$ cat config.mk
export PLATFORM = sky130hd
export DESIGN_NAME = abs_diff_err_eval
export DESIGN_NICKNAME = d
export VERILOG_FILES = /design/src/rtl/abs_diff_err_eval_pkg.sv /design/src/rtl/abs_diff_err_eval_exact.sv /design/src/rtl/abs_diff_err_eval.sv
export SDC_FILE = /design/constraint.sdc
export NUM_CORES = 1
export LEC_CHECK = 0
export CORE_MARGIN = 2
export CORE_UTILIZATION = 40
export DETAILED_ROUTE_END_ITERATION = 8
export GPL_TIMING_DRIVEN = 0
export PLACE_DENSITY = 0.63
export SLEW_MARGIN = 20
export SYNTH_ARGS = -nofsm -noshare
export SYNTH_HDL_FRONTEND = slang
export SYNTH_SLANG_ARGS = --single-unit
$ cat constraint.sdc
create_clock -name clk -period 4.3 [get_ports clk]
set_input_delay 0.645 -clock clk [delete_from_list [all_inputs] [get_ports clk]]
set_output_delay 0.645 -clock clk [all_outputs]
set_load 0.02 [all_outputs]
$ cat src/rtl/abs_diff_err_eval_pkg.sv
// Shared definitions for the |A-B| error evaluator: FSM states, operand and
// accumulator widths, and a small magnitude-distance helper.
package abs_diff_err_eval_pkg;

    localparam int unsigned OP_W      = 4;          // operand width
    localparam int unsigned PI_W      = 2 * OP_W;   // packed stimulus width {B, A}
    localparam int unsigned VEC_COUNT = 256;        // exhaustive sweep length
    localparam int unsigned IDX_W     = 9;          // vector index width
    localparam int unsigned CNT_W     = 9;          // error counter width (max 256)
    localparam int unsigned SUM_W     = 12;         // error sum width (max 3840)

    typedef enum logic [1:0] {
        IDLE  = 2'd0,
        SWEEP = 2'd1,
        DRAIN = 2'd2,
        DONE  = 2'd3
    } state_e;

    // Unsigned distance between two operand-width values.
    function automatic logic [OP_W-1:0] abs_dist(
        input logic [OP_W-1:0] x,
        input logic [OP_W-1:0] y
    );
        logic [OP_W-1:0] r;
        if (x >= y) begin
            r = x - y;
        end else begin
            r = y - x;
        end
        return r;
    endfunction

endpackage

$ cat src/rtl/abs_diff_err_eval_exact.sv
// Golden |A-B| model for 4-bit operands. Purely combinational so other error
// evaluators can reuse it as a reference next to their own circuit under test.
module abs_diff_exact
    import abs_diff_err_eval_pkg::*;
(
    input  logic [OP_W-1:0] a,
    input  logic [OP_W-1:0] b,
    output logic [OP_W-1:0] y
);

    logic signed [OP_W:0] diff_s;
    logic signed [OP_W:0] mag_s;

    // Signed difference on one extra bit, then fold negative results back.
    always_comb begin
        diff_s = $signed({1'b0, a}) - $signed({1'b0, b});
        if (diff_s < 5'sd0) begin
            mag_s = -diff_s;
        end else begin
            mag_s = diff_s;
        end
        y = mag_s[OP_W-1:0];
    end

endmodule

$ cat src/rtl/abs_diff_err_eval.sv
// Exhaustive error evaluator for an external |A-B| circuit. Drives all 256
// operand pairs one per cycle, compares the returned result one cycle later
// against the golden model, and accumulates error count, maximum and sum.
module abs_diff_err_eval
    import abs_diff_err_eval_pkg::*;
(
    input  logic             clk,
    input  logic             rst_n,
    input  logic             start,
    output logic [PI_W-1:0]  dut_pi,
    input  logic [OP_W-1:0]  dut_po,
    output logic             busy,
    output logic             done,
    output logic [CNT_W-1:0] err_count,
    output logic [OP_W-1:0]  max_err,
    output logic [SUM_W-1:0] sum_err
);

    localparam logic [IDX_W-1:0] LAST_IDX = IDX_W'(VEC_COUNT - 1);

    state_e           state_q, state_d;
    logic [IDX_W-1:0] idx_q, idx_d;
    logic [PI_W-1:0]  dut_pi_q, dut_pi_d;
    logic             valid_q, valid_d;
    logic             busy_q, busy_d;
    logic             done_q, done_d;
    logic [CNT_W-1:0] err_count_q, err_count_d;
    logic [OP_W-1:0]  max_err_q, max_err_d;
    logic [SUM_W-1:0] sum_err_q, sum_err_d;

    logic [OP_W-1:0]  exact_s;
    logic [OP_W-1:0]  err_s;

    // dut_pi_q doubles as the registered copy of the vector whose result is
    // on dut_po this cycle; valid_q marks that such a vector is pending.
    abs_diff_exact u_exact (
        .a (dut_pi_q[OP_W-1:0]),
        .b (dut_pi_q[PI_W-1:OP_W]),
        .y (exact_s)
    );

    // Per-vector error magnitude between golden and observed result.
    always_comb begin
        err_s = abs_dist(exact_s, dut_po);
    end

    // Next-state, stimulus sequencing and accumulator update.
    always_comb begin
        state_d     = state_q;
        idx_d       = idx_q;
        dut_pi_d    = dut_pi_q;
        valid_d     = 1'b0;
        err_count_d = err_count_q;
        max_err_d   = max_err_q;
        sum_err_d   = sum_err_q;

        // Fold in the result of the vector applied last cycle.
        if (valid_q) begin
            if (err_s != 4'd0) begin
                err_count_d = err_count_q + 9'd1;
            end else begin
                err_count_d = err_count_q;
            end
            sum_err_d = sum_err_q + SUM_W'(err_s);
            if (err_s > max_err_q) begin
                max_err_d = err_s;
            end else begin
                max_err_d = max_err_q;
            end
        end else begin
            err_count_d = err_count_q;
        end

        case (state_q)
            IDLE, DONE: begin
                if (start) begin
                    state_d     = SWEEP;
                    idx_d       = '0;
                    dut_pi_d    = '0;
                    err_count_d = '0;
                    max_err_d   = '0;
                    sum_err_d   = '0;
                end else begin
                    state_d = state_q;
                end
            end
            SWEEP: begin
                dut_pi_d = idx_q[PI_W-1:0];
                idx_d    = idx_q + 9'd1;
                valid_d  = 1'b1;
                if (idx_q == LAST_IDX) begin
                    state_d = DRAIN;
                end else begin
                    state_d = SWEEP;
                end
            end
            DRAIN: begin
                // Last vector is compared here; nothing new is driven.
                state_d = DONE;
            end
            default: begin
                state_d = IDLE;
            end
        endcase

        busy_d = (state_d == SWEEP) || (state_d == DRAIN);
        done_d = (state_d == DONE);
    end

    // State and output registers with synchronous active-low reset.
    always_ff @(posedge clk) begin
        if (!rst_n) begin
            state_q     <= IDLE;
            idx_q       <= '0;
            dut_pi_q    <= '0;
            valid_q     <= 1'b0;
            busy_q      <= 1'b0;
            done_q      <= 1'b0;
            err_count_q <= '0;
            max_err_q   <= '0;
            sum_err_q   <= '0;
        end else begin
            state_q     <= state_d;
            idx_q       <= idx_d;
            dut_pi_q    <= dut_pi_d;
            valid_q     <= valid_d;
            busy_q      <= busy_d;
            done_q      <= done_d;
            err_count_q <= err_count_d;
            max_err_q   <= max_err_d;
            sum_err_q   <= sum_err_d;
        end
    end

    assign dut_pi    = dut_pi_q;
    assign busy      = busy_q;
    assign done      = done_q;
    assign err_count = err_count_q;
    assign max_err   = max_err_q;
    assign sum_err   = sum_err_q;

endmodule

==> results.cfg <==
[timing]
finalClockSkew_ns = 0.0104
finalSetupViolCount = 0
finalMaxSlewViolations = 0
period_minus_slack_ns = 4.11
max_slew_margin_pct = 70.4
fin_crit_sh_pct = 95.6
fin_ws_ns = 0.188
max_clock_freq_mhz = 243
worst_pin_slew_ns = 0.444
hold_viol_final = 0

[die]
die_area_sq_mm = 0.00773
die_h_um = 87.9
die_w_um = 87.9
initial_core_util_pct = 41.5
rows = 30
coreArea_sq_mm = 0.00679
io_pins = 42

[global_route]
grt_pass1_vias = 2174
grt_use_met2_pct = 26.0
grt-busiest-layer = met2
grt_use_met3_pct = 3.11
grt_pass1_wl_um = 9560
grt_remaining_overflow = 0
use_met1_pct = 20.1
grt_max_degree = 16
antenna_found_initial = 0
grt_usage_pct = 15.4

[cells_and_area]
syn2layout_area_growth_pct = 32.8
layout_common_cells = dfxtp_1 (45), clkdlybuf4s50_1 (40), nand2_1 (32), inv_1 (26), nor2_1 (25)
diodes = 0
final_common_cell = dfxtp_1
drive_gt1_share_pct = 14.2
post-route-util_pct = 55.0
nNetsFinal = 425

[logic_synthesis]
synth_cell_type_count = 39
synthArstFlopShare_pct = 0
syn_inst = 331
synth-edff-count = 0
yosysWarningCount = 0
yosys_register_bits = 47
syn-num-nets = 369
syn_area_sq_mm = 0.00282
syn_avg_cell_area_sq_um = 8.51
ys.flop_type = dfxtp_1
ys_seq_area_share_pct = 33.4

[worst_setup_path]
critPathKind = reg2reg
crit_path_start = dut_pi[0]
r2r_start = dut_pi[0]
r2r_end = sum_err[10]
cp_slowest_stage_delay_ns = 0.37
critPathCapture = sum_err[10]
critPathLaunchType = register
reg2reg_slack_ns = 0.19
r2r_cells = 20
path_cells = inv_2, ha_4, inv_2, fa_2, a21o_1, a21o_1, a31oi_1, xnor2_1, ha_1, a21oi_1, o21ai_4, mux2i_2, inv_1, fa_2, nor2b_1, o21a_1, o2111a_2, nand3_2, xor2_1, nor2_1
cpLargestDelayFamily = compound AO/OA/AOI/OAI gates
cp_num_buf_inv = 3
crit_arrival_ns = 4.30
end_kind = register
cp_slowest_cell = fa_2
crit_fanout = 6
worst-path-stages = 20
worstPathRequired_ns = 4.49

[cts]
cts_hold_buffers = 0
cts_buffer_depth = 2
cts_made_buffers = 5
clk_pin_slew_ns = 0.09
cts_tree = built
cts.sinks = 47
cts_root_buf = clkbuf_8
htreeDepth = 2
clk_latency_ns = 0.30

[flow_run]
maxCapViolations = 0

[routing]
ant_nets = 0
drc = 0
drt-initial-drc-count = 37
drt_wl_total_um = 5990
via_count = 2411
via_per_inst = 4.98
drtPass1Iterations = 4
wl_per_cell_um = 12.4

[place]
pre_cts_slack_ns = -0.370
hpwl_um = 4340
port_buffers = 40
globalplace.congestion = 0.817

[power]
p_leak_nw = 1.36
irDropWorstVdd_mv = 0.146
powerDensity_mw_per_mm2 = 259

[hold_path]
hold_class = reg2reg
hold_path_depth = 2
min_from = err_count[8]

[status]
status = finished clean
flip-flops by register name, summed over array words and instances (netlist names):
register / cells
idx_q: 9
sum_err: 12
busy: 1
dut_pi: 8
valid_q: 1
state_q: 2
err_count: 9
done: 1
max_err: 4
through the flow:
stage | instances | instance area, sq um | power [mW] | hold slack, ns | setup TNS, ns
2_1_floorplan | 331 | 2820 | 0.559 | 0.471 | 0
3_3_place_gp | 467 | 3340 | 0.597 | 0.461 | -2.27
3_5_place_dp | 467 | 3340 | 0.599 | 0.474 | -3.11
4_1_cts | 476 | 3490 | 0.951 | 0.488 | 0
5_1_grt | 484 | 3740 | 1.02 | 0.505 | -0.153
6_report | 484 | 3740 | 0.970 | 0.480 | 0
routing by layer:
layer | vias up | share of wire (%)
li1 | 1246 | -
met1 | 1131 | 48
met2 | 28 | 49
met3 | 6 | 2.3
met4 | 0 | 1.1
met5 | - | 0
layout make-up:
| cell class | count | area (sq um) |
|---|---|---|
| clock inverters | 2 | 38.8 |
| multi-input cells | 243 | 1910 |
| fillers | 629 | 3050 |
| plain buffers | 11 | 57.6 |
| clock buffers | 6 | 82.6 |
| repair buffers | 49 | 472 |
| flip-flops and latches | 47 | 943 |
| inverters | 30 | 115 |
| well taps | 96 | 120 |
cells in the mapped netlist (3+ instances only):
cell       n  area (sq um)
ha_1      27           338
xor2_1    11          96.3
nand2b_1   5          31.3
nor3_1     3          15.0
nand3_1   15          75.1
mux2i_1   15           150
nor2b_1    5          31.3
nand4_1    5          31.3
a21boi_0  11          82.6
clkbuf_1   8          30.0
a21oi_1   17          85.1
nand2_1   34           128
dfxtp_1   47           941
o21ai_0   13          65.1
xnor2_1    7          61.3
or3_1      4          25.0
inv_1     30           113
and2_1     7          43.8
nor2_1    25          93.8
o21a_1     5          37.5
fa_1       4          80.1
a211oi_1   5          37.5
a21o_1     8          60.1
worst reg2reg max path, delay by kind of cell (launching register included):
| family | cells | cell delay (ns) |
|---|---|---|
| compound gates | 7 | 1.44 |
| xor+xnor | 2 | 0.31 |
| fa+ha+maj | 4 | 1.20 |
| buf+inv | 3 | 0.19 |
| flops | 1 | 0.35 |
| mux | 1 | 0.25 |
| simple gates | 3 | 0.26 |
kinds of logic (layout without fill, tap and decap cells):
logic type	count (synthesis)	count (layout)	synth area share [%]
DFF	47	47	33.4
muxes	15	15	5.33
xor gates and xnor gates	18	18	5.60
and+or+nand+nor	111	111	19.1
AOI/OAI and AO/OA	68	68	16.0
buffers and inverters	41	98	5.69
adders and majority gates	31	31	14.8
power breakdown:
group | switching (mW) | internal (mW) | total [mW]
clock | 0.156 | 0.191 | 0.348
sequential | 0.00725 | 0.443 | 0.450
combinational | 0.0970 | 0.0754 | 0.172
total | 0.260 | 0.710 | 0.970
timing repair:
item,4_1_cts,5_1_grt
endpoints found under the setup margin,12,12
resized for setup,7,45
setup buffers,1,7
cloned,0,1
hold endpoints to repair,0,0
pin swaps,0,25
worst min path at each step:
stage,endpoint,slack [ns]
after floorplan,idx_q[1],0.47
after global placement,err_count[8],0.46
after detailed placement,err_count[6],0.47
after CTS,err_count[6],0.49
after global routing,err_count[6],0.50
final,err_count[8],0.48
No activity file was read; power rests on OpenSTA's default activity.
